--- src/rtl/nand_seq_if.sv ---
// Requester and gate-side signal bundle for the shared bit-serial NAND scheduler.
// master: ALU front end plus the nand_1b gate; slave: nand_seq_ctrl.
interface nand_seq_if #(
    parameter int WIDTH = 8
);
    // requester 0
    logic             req0;
    logic [1:0]       op0;
    logic [WIDTH-1:0] a0;
    logic [WIDTH-1:0] b0;
    // requester 1
    logic             req1;
    logic [1:0]       op1;
    logic [WIDTH-1:0] a1;
    logic [WIDTH-1:0] b1;
    // handshake / result
    logic             gnt0;
    logic             gnt1;
    logic             busy;
    logic             done;
    logic             done_id;
    logic [WIDTH-1:0] result;
    // shared 1-bit gate
    logic             nand_x;
    logic             nand_y;
    logic             nand_o;

    modport master (
        output req0, op0, a0, b0, req1, op1, a1, b1, nand_o,
        input  gnt0, gnt1, busy, done, done_id, result, nand_x, nand_y
    );

    modport slave (
        input  req0, op0, a0, b0, req1, op1, a1, b1, nand_o,
        output gnt0, gnt1, busy, done, done_id, result, nand_x, nand_y
    );
endinterface

--- src/rtl/nand_seq_ctrl.sv ---
// Bit-serial scheduler sharing one external 1-bit NAND gate between two
// requesters. Each bit of NAND/AND/OR/XOR is built from 1..4 NAND micro-steps;
// requesters are served round-robin, result returned with a one-cycle done.
module nand_seq_ctrl #(
    parameter int WIDTH = 8
) (
    input  logic       clk,
    input  logic       rst,
    nand_seq_if.slave  bus
);
    localparam int BW = (WIDTH > 1) ? $clog2(WIDTH) : 1;

    typedef enum logic [1:0] {IDLE, RUN, DONE} state_t;
    typedef enum logic [1:0] {OP_NAND = 2'b00, OP_AND = 2'b01,
                              OP_OR   = 2'b10, OP_XOR = 2'b11} op_t;

    // operation latched at grant time
    typedef struct packed {
        op_t              op;
        logic [WIDTH-1:0] a;
        logic [WIDTH-1:0] b;
        logic             id;
    } job_t;

    state_t           state_q, state_d;
    job_t             job_q, job_in;
    logic [BW-1:0]    bit_q;
    logic [1:0]       step_q;
    logic             t_q, p_q, q_q;
    logic [WIDTH-1:0] shadow_q, shadow_nxt;
    logic [WIDTH-1:0] result_q;
    logic             last_q;
    logic             done_id_q;

    logic             win0, win1, grant;
    logic             a_i, b_i;
    logic             last_step, last_bit;
    logic             nx, ny;
    logic             cap_t, cap_p, cap_q;

    assign a_i       = job_q.a[bit_q];
    assign b_i       = job_q.b[bit_q];
    // the opcode value equals the index of the final micro-step (S-1)
    assign last_step = (step_q == 2'(job_q.op));
    assign last_bit  = (bit_q == BW'(WIDTH - 1));
    assign grant     = win0 | win1;

    // round-robin arbitration, only in IDLE; last_q=1 favours req0 on a tie
    always_comb begin
        win0 = 1'b0;
        win1 = 1'b0;
        if (state_q == IDLE && !rst) begin
            if (bus.req0 && bus.req1) begin
                win0 = last_q;
                win1 = !last_q;
            end else begin
                win0 = bus.req0;
                win1 = bus.req1;
            end
        end
    end

    // pick the winning requester's operands for latching
    always_comb begin
        job_in.op = op_t'(win1 ? bus.op1 : bus.op0);
        job_in.a  = win1 ? bus.a1 : bus.a0;
        job_in.b  = win1 ? bus.b1 : bus.b0;
        job_in.id = win1;
    end

    // micro-step table: gate inputs and where the gate output lands
    always_comb begin
        nx    = 1'b0;
        ny    = 1'b0;
        cap_t = 1'b0;
        cap_p = 1'b0;
        cap_q = 1'b0;
        if (state_q == RUN) begin
            case (job_q.op)
                OP_NAND: begin
                    nx = a_i;
                    ny = b_i;
                end
                OP_AND: begin
                    case (step_q)
                        2'd0:    begin nx = a_i; ny = b_i; cap_t = 1'b1; end
                        default: begin nx = t_q; ny = t_q; end
                    endcase
                end
                OP_OR: begin
                    case (step_q)
                        2'd0:    begin nx = a_i; ny = a_i; cap_p = 1'b1; end
                        2'd1:    begin nx = b_i; ny = b_i; cap_q = 1'b1; end
                        default: begin nx = p_q; ny = q_q; end
                    endcase
                end
                OP_XOR: begin
                    case (step_q)
                        2'd0:    begin nx = a_i; ny = b_i; cap_t = 1'b1; end
                        2'd1:    begin nx = a_i; ny = t_q; cap_p = 1'b1; end
                        2'd2:    begin nx = b_i; ny = t_q; cap_q = 1'b1; end
                        default: begin nx = p_q; ny = q_q; end
                    endcase
                end
            endcase
        end
    end

    // shadow with the current bit replaced by the gate output (used on last step)
    always_comb begin
        shadow_nxt        = shadow_q;
        shadow_nxt[bit_q] = bus.nand_o;
    end

    // FSM next-state
    always_comb begin
        state_d = state_q;
        case (state_q)
            IDLE:    if (grant) state_d = RUN;
            RUN:     if (last_step && last_bit) state_d = DONE;
            DONE:    state_d = IDLE;
            default: state_d = IDLE;
        endcase
    end

    // FSM state register
    always_ff @(posedge clk) begin
        if (rst) state_q <= IDLE;
        else     state_q <= state_d;
    end

    // datapath: latch job on grant, step through bits, publish result on DONE entry
    always_ff @(posedge clk) begin
        if (rst) begin
            job_q     <= '0;
            bit_q     <= '0;
            step_q    <= '0;
            t_q       <= 1'b0;
            p_q       <= 1'b0;
            q_q       <= 1'b0;
            shadow_q  <= '0;
            result_q  <= '0;
            last_q    <= 1'b1;
            done_id_q <= 1'b0;
        end else begin
            case (state_q)
                IDLE: begin
                    if (grant) begin
                        job_q  <= job_in;
                        last_q <= job_in.id;
                        bit_q  <= '0;
                        step_q <= '0;
                    end
                end
                RUN: begin
                    if (last_step) begin
                        shadow_q <= shadow_nxt;
                        step_q   <= '0;
                        if (last_bit) begin
                            result_q  <= shadow_nxt;
                            done_id_q <= job_q.id;
                        end else begin
                            bit_q <= bit_q + BW'(1);
                        end
                    end else begin
                        step_q <= step_q + 2'd1;
                        if (cap_t) t_q <= bus.nand_o;
                        if (cap_p) p_q <= bus.nand_o;
                        if (cap_q) q_q <= bus.nand_o;
                    end
                end
                default: ;
            endcase
        end
    end

    assign bus.gnt0    = win0;
    assign bus.gnt1    = win1;
    assign bus.busy    = (state_q == RUN) || (state_q == DONE);
    assign bus.done    = (state_q == DONE);
    assign bus.done_id = done_id_q;
    assign bus.result  = result_q;
    assign bus.nand_x  = nx;
    assign bus.nand_y  = ny;
endmodule

--- src/flat_wrapper.sv ---
// flat-port wrapper written by rule: the top's interface ports become plain ports
module nand_seq_ctrl_flat 
#(
    parameter int WIDTH = 8
)
  (clk, rst, bus_req0, bus_op0, bus_a0, bus_b0, bus_req1, bus_op1, bus_a1, bus_b1, bus_nand_o, bus_gnt0, bus_gnt1, bus_busy, bus_done, bus_done_id, bus_result, bus_nand_x, bus_nand_y);
  nand_seq_if #(.WIDTH(WIDTH)) bus_i ();
  input  logic clk;
  input  logic rst;
  input wire logic [$bits(bus_i.req0)-1:0] bus_req0;
  input wire logic [$bits(bus_i.op0)-1:0] bus_op0;
  input wire logic [$bits(bus_i.a0)-1:0] bus_a0;
  input wire logic [$bits(bus_i.b0)-1:0] bus_b0;
  input wire logic [$bits(bus_i.req1)-1:0] bus_req1;
  input wire logic [$bits(bus_i.op1)-1:0] bus_op1;
  input wire logic [$bits(bus_i.a1)-1:0] bus_a1;
  input wire logic [$bits(bus_i.b1)-1:0] bus_b1;
  input wire logic [$bits(bus_i.nand_o)-1:0] bus_nand_o;
  output wire logic [$bits(bus_i.gnt0)-1:0] bus_gnt0;
  output wire logic [$bits(bus_i.gnt1)-1:0] bus_gnt1;
  output wire logic [$bits(bus_i.busy)-1:0] bus_busy;
  output wire logic [$bits(bus_i.done)-1:0] bus_done;
  output wire logic [$bits(bus_i.done_id)-1:0] bus_done_id;
  output wire logic [$bits(bus_i.result)-1:0] bus_result;
  output wire logic [$bits(bus_i.nand_x)-1:0] bus_nand_x;
  output wire logic [$bits(bus_i.nand_y)-1:0] bus_nand_y;
  assign bus_i.req0 = bus_req0;
  assign bus_i.op0 = bus_op0;
  assign bus_i.a0 = bus_a0;
  assign bus_i.b0 = bus_b0;
  assign bus_i.req1 = bus_req1;
  assign bus_i.op1 = bus_op1;
  assign bus_i.a1 = bus_a1;
  assign bus_i.b1 = bus_b1;
  assign bus_i.nand_o = bus_nand_o;
  assign bus_gnt0 = bus_i.gnt0;
  assign bus_gnt1 = bus_i.gnt1;
  assign bus_busy = bus_i.busy;
  assign bus_done = bus_i.done;
  assign bus_done_id = bus_i.done_id;
  assign bus_result = bus_i.result;
  assign bus_nand_x = bus_i.nand_x;
  assign bus_nand_y = bus_i.nand_y;
  nand_seq_ctrl #(.WIDTH(WIDTH)) u_core (.clk(clk), .rst(rst), .bus(bus_i));
endmodule
--- config.mk ---
export PLATFORM = sky130hd
export DESIGN_NAME = nand_seq_ctrl_flat
export DESIGN_NICKNAME = d
export VERILOG_FILES = /design/src/rtl/nand_seq_if.sv /design/src/rtl/nand_seq_ctrl.sv /design/src/flat_wrapper.sv
export SDC_FILE = /design/constraint.sdc
export NUM_CORES = 1
export LEC_CHECK = 0
export CORE_MARGIN = 2
export CORE_UTILIZATION = 54
export DETAILED_ROUTE_END_ITERATION = 12
export GPL_TIMING_DRIVEN = 0
export HOLD_SLACK_MARGIN = 0.12
export MAX_ROUTING_LAYER = met4
export PLACE_DENSITY = 0.81
export SLEW_MARGIN = 30
export SYNTH_ARGS = -nofsm -noshare
export SYNTH_HDL_FRONTEND = slang
export SYNTH_SLANG_ARGS = --single-unit
--- constraint.sdc ---
create_clock -name clk -period 4 [get_ports clk]
set_clock_uncertainty 0.15 [all_clocks]
set_input_delay 0.8 -clock clk [delete_from_list [all_inputs] [get_ports clk]]
set_output_delay 0.8 -clock clk [all_outputs]
set_load 0.05 [all_outputs]
==> results.sh <==
export IMPL_status="finished clean"
export IMPL_grt_max_degree=15
export IMPL_gr_usage_all_layers=0.261
export IMPL_worst_path_max_fanout=10
export IMPL_route_detailed_drc=0
export IMPL_placedCellCount=404
export IMPL_via_per_inst=5.79
export IMPL_criticalPathCategory="reg2out"
export IMPL_clk_insertion_delay_late_ns=0.31
export IMPL_path_clk_slew_ns=0.09
export IMPL_power_leakage_nw=1.20
export IMPL_clockBufferDepth=2
export IMPL_yosys_register_bits=47
export IMPL_insertedDiodeCount=0
export IMPL_vias_in_the_first_global_route=2319
export IMPL_clock_sink_count=47
export IMPL_synth_cell_area_um2=2500
export IMPL_synth_top_cell_area_share=0.376
export IMPL_grt_antenna_before_repair=0
export IMPL_max_slew_margin_vs_limit=0.627
export IMPL_dr_pass1_iters=5
export IMPL_cp_top_delay_family="buffers and inverters"
export IMPL_count_of_nets_left_with_antenna_violations_after_detail_routing=0
export IMPL_layoutNonFillerInstCount=412
export IMPL_dpl_hpwl_um=4570
export IMPL_cts_post_setup_buffers_inserted=0
export IMPL_cts_htree_levels=2
export IMPL_mappedNetlistNets=349
export IMPL_critical_path_cell_chain="buf_6 -> mux4_2 -> mux2_4 -> a221oi_2 -> o2111ai_1 -> o311a_1 -> clkdlybuf4s50_1"
export IMPL_holdWs_ns=0.309
export IMPL_dieWidth_um=72.1
export IMPL_wl_per_cell_um=14.8
export IMPL_post_synth_xor_area_fraction=0.00699
export IMPL_total_wire_length_after_detailed_routing_um=6090
export IMPL_synth_top_area_cell="sky130_fd_sc_hd__dfxtp_1"
export IMPL_startpoint_type="flip-flop"
export IMPL_report_final_slew_viol_count=0
export IMPL_grt_overflow_total=0
export IMPL_synth_seq_area_share=0.376
export IMPL_fillerInstances=340
export IMPL_synth_cell_types=41
export IMPL_synth_warning_count=0
export IMPL_cp_end_kind="primary output"
export IMPL_min_from="u_core.job_q[2]$_SDFFE_PP0P_"
export IMPL_dieHeight_um=72.1
export IMPL_multiInputGateArea_um2=1440
export IMPL_setup_reg_to_reg_worst_slack_ns=1.56
export IMPL_synth_top_cells_by_area="sky130_fd_sc_hd__dfxtp_1 (38%), sky130_fd_sc_hd__mux2i_1 (6.8%), sky130_fd_sc_hd__a21oi_1 (6.6%)"
export IMPL_layout_area_overhead_vs_synth_pct=27.6
export IMPL_hold_path_class="reg2reg"
export IMPL_netlist_instances=298
export IMPL_drt_first_iter_violations=124
export IMPL_number_of_cell_rows=24
export IMPL_drive_above_1_share=0.0528
export IMPL_power_density_nw_per_um2=356
export IMPL_simple_gate_fraction_of_synth_area=0.181
export IMPL_worst_slew_pin_slew_ns=0.560
export IMPL_via_count=2385
export IMPL_cts_tree="yes"
export IMPL_asyncSetResetFlopFracSynth=0
export IMPL_worst_path_largest_cell_delay_ns=0.70
export IMPL_postSynthAreaPerCell_um2=8.41
export IMPL_finalNetCount=410
export IMPL_cts_root_buffer_cell="sky130_fd_sc_hd__clkbuf_8"
export IMPL_die_area_um2=5200
export IMPL_dominant_combinational_cell_family_by_area_after_synthesis="compound AO/OA/AOI/OAI gates"
export IMPL_register_area_um2=941
export IMPL_cpMaxStageDelayCell="sky130_fd_sc_hd__clkdlybuf4s50_1"
export IMPL_gp_congestion=0.917
export IMPL_layout_core_utilization=0.724
export IMPL_crit_arrival_ns=2.93
export IMPL_max_freq_mhz=258
export IMPL_synth_adder_area_share=0.0500
export IMPL_timing_final_hold_violations=0
export IMPL_grt_setup_unrepaired="false"
export IMPL_critical_path_required_ns=3.05
export IMPL_final_period_utilization=0.970
export IMPL_synthFlopType="sky130_fd_sc_hd__dfxtp_1"
export IMPL_startpoint="u_core.bit_q[0]$_SDFFE_PP0P_"
export IMPL_grt_first_pass_wirelength_um=10500
export IMPL_max_cap_violations=0
export IMPL_initial_utilization=0.567
export IMPL_compound_gate_fraction_of_synth_area=0.210
export IMPL_synth_edf_count=0
export IMPL_setup_tns_ns=0
export IMPL_r2r_start="u_core.state_q[1]$_SDFFE_PP0P_"
export IMPL_timing_final_crit_period_ns=3.88
export IMPL_total_power_mw=1.14
export IMPL_worst_ir_drop_vdd_mv=0.296
export IMPL_total_clock_buffers_created_by_cts=5
export IMPL_setup_viol_count_final=0
export IMPL_placement_io_buffers=54
export IMPL_pin_count=56
export IMPL_synth_mux_area_frac=0.126
export IMPL_critical_path_n_buffers_inverters=2
export IMPL_design_core_area_um2=4410
==> state kept, by name, indices dropped and copies added, names as in the netlist <==
register / count
u_core.t_q: 1
u_core.bus.result: 8
u_core.step_q: 2
u_core.bus.done_id: 1
u_core.state_q: 2
u_core.p_q: 1
u_core.last_q: 1
u_core.job_q: 19
u_core.bit_q: 3
u_core.shadow_q: 8
u_core.q_q: 1
==> cell usage after synthesis, types with 2 or more instances <==
cell type	count
sky130_fd_sc_hd__inv_1	9
sky130_fd_sc_hd__mux2i_1	17
sky130_fd_sc_hd__mux4_1	2
sky130_fd_sc_hd__a21oi_1	33
sky130_fd_sc_hd__mux2_2	3
sky130_fd_sc_hd__nor3_1	4
sky130_fd_sc_hd__a211oi_1	4
sky130_fd_sc_hd__nand2_1	35
sky130_fd_sc_hd__a311oi_1	3
sky130_fd_sc_hd__nor2_1	32
sky130_fd_sc_hd__nand3_1	12
sky130_fd_sc_hd__and2_1	3
sky130_fd_sc_hd__nand3b_1	2
sky130_fd_sc_hd__dfxtp_1	47
sky130_fd_sc_hd__xnor2_1	2
sky130_fd_sc_hd__clkbuf_1	19
sky130_fd_sc_hd__o21ai_0	8
sky130_fd_sc_hd__a31oi_1	3
sky130_fd_sc_hd__nand4_1	2
sky130_fd_sc_hd__mux4_2	2
sky130_fd_sc_hd__nand2b_1	6
sky130_fd_sc_hd__a22o_1	2
sky130_fd_sc_hd__a22oi_1	20
sky130_fd_sc_hd__buf_2	2
sky130_fd_sc_hd__ha_1	10
==> cells in the final DEF (no fill, tap or decap), types with 3 or more instances in the layout <==
master / Yosys / routed
sky130_fd_sc_hd__dfxtp_1: 47 / 47
sky130_fd_sc_hd__nand2b_1: 6 / 6
sky130_fd_sc_hd__o21ai_0: 8 / 8
sky130_fd_sc_hd__mux2_2: 3 / 3
sky130_fd_sc_hd__nor3_1: 4 / 4
sky130_fd_sc_hd__a311oi_1: 3 / 3
sky130_fd_sc_hd__a31oi_1: 3 / 3
sky130_fd_sc_hd__clkbuf_8: 0 / 5
sky130_fd_sc_hd__a22oi_1: 20 / 20
sky130_fd_sc_hd__clkdlybuf4s50_1: 0 / 52
sky130_fd_sc_hd__and2_1: 3 / 3
sky130_fd_sc_hd__nand2_1: 35 / 35
sky130_fd_sc_hd__a21oi_1: 33 / 33
sky130_fd_sc_hd__ha_1: 10 / 10
sky130_fd_sc_hd__a211oi_1: 4 / 4
sky130_fd_sc_hd__inv_1: 9 / 9
sky130_fd_sc_hd__nor2_1: 32 / 32
sky130_fd_sc_hd__mux2i_1: 17 / 17
sky130_fd_sc_hd__nand3_1: 12 / 12
sky130_fd_sc_hd__clkbuf_1: 19 / 20
==> cells by family after synthesis <==
kind of cell               Yosys count
and+or+nand+nor                    101
AOI/OAI and AO/OA                   82
DFF                                 47
buffers and inverters               31
muxes                               25
adders and majority gates           10
xor gates and xnor gates             2
==> layer usage <==
layer,vias up,GRT usage,share of wire
li1,1185,-,-
met4,0,0.0985,0.014
met1,1110,0.328,0.45
met2,83,0.427,0.48
met5,-,-,0
met3,7,0.0361,0.058
==> cell type report <==
class	instances	area share
multi-input combinational	220	0.450
sequential	47	0.294
timing repair buffer	54	0.169
buffer	22	0.0290
clock buffer	6	0.0227
tap	52	0.0204
inverter	9	0.0106
clock inverter	2	0.00391
==> where the power goes <==
part           internal [mW]  leakage, nW  total (mW)  switching [mW]
clock network          0.122       0.0412       0.282           0.160
registers              0.499        0.382       0.521          0.0224
logic                  0.142        0.772       0.335           0.193
==> final timing paths <==
path                                             to  cells after the start
setup / recovery                         bus_nand_x                      7
hold / removal         u_core.job_q[2]$_SDFFE_PP0P_                      2
setup reg to reg  u_core.bus.result[7]$_SDFFE_PP0P_                      8
hold reg to reg        u_core.job_q[2]$_SDFFE_PP0P_                      2
==> tightest hold or removal path: stages, from the launching register on <==
cell and delay, ns:
sky130_fd_sc_hd__dfxtp_1 0.32, sky130_fd_sc_hd__nand2_1 0.05, sky130_fd_sc_hd__a21oi_1 0.05
==> per-stage QoR <==
stage / worst slack (ns) / instance area [um^2]
5_1_grt: 0.0251 / 3200
2_1_floorplan: 0.974 / 2500
3_3_place_gp: 0.0819 / 3110
3_5_place_dp: 0.0656 / 3110
6_report: 0.121 / 3200
4_1_cts: 0.0176 / 3190
==> what timing repair did <==
| action | 4_1_cts | 5_1_grt |
|---|---|---|
| endpoints found under the hold margin | 0 | 0 |
| hold buffers | 0 | 0 |
| gates resized for setup | 1 | 1 |
| cloned | 0 | 0 |
| setup endpoints to repair | 1 | 1 |
Power figures use the tool's default switching activity.
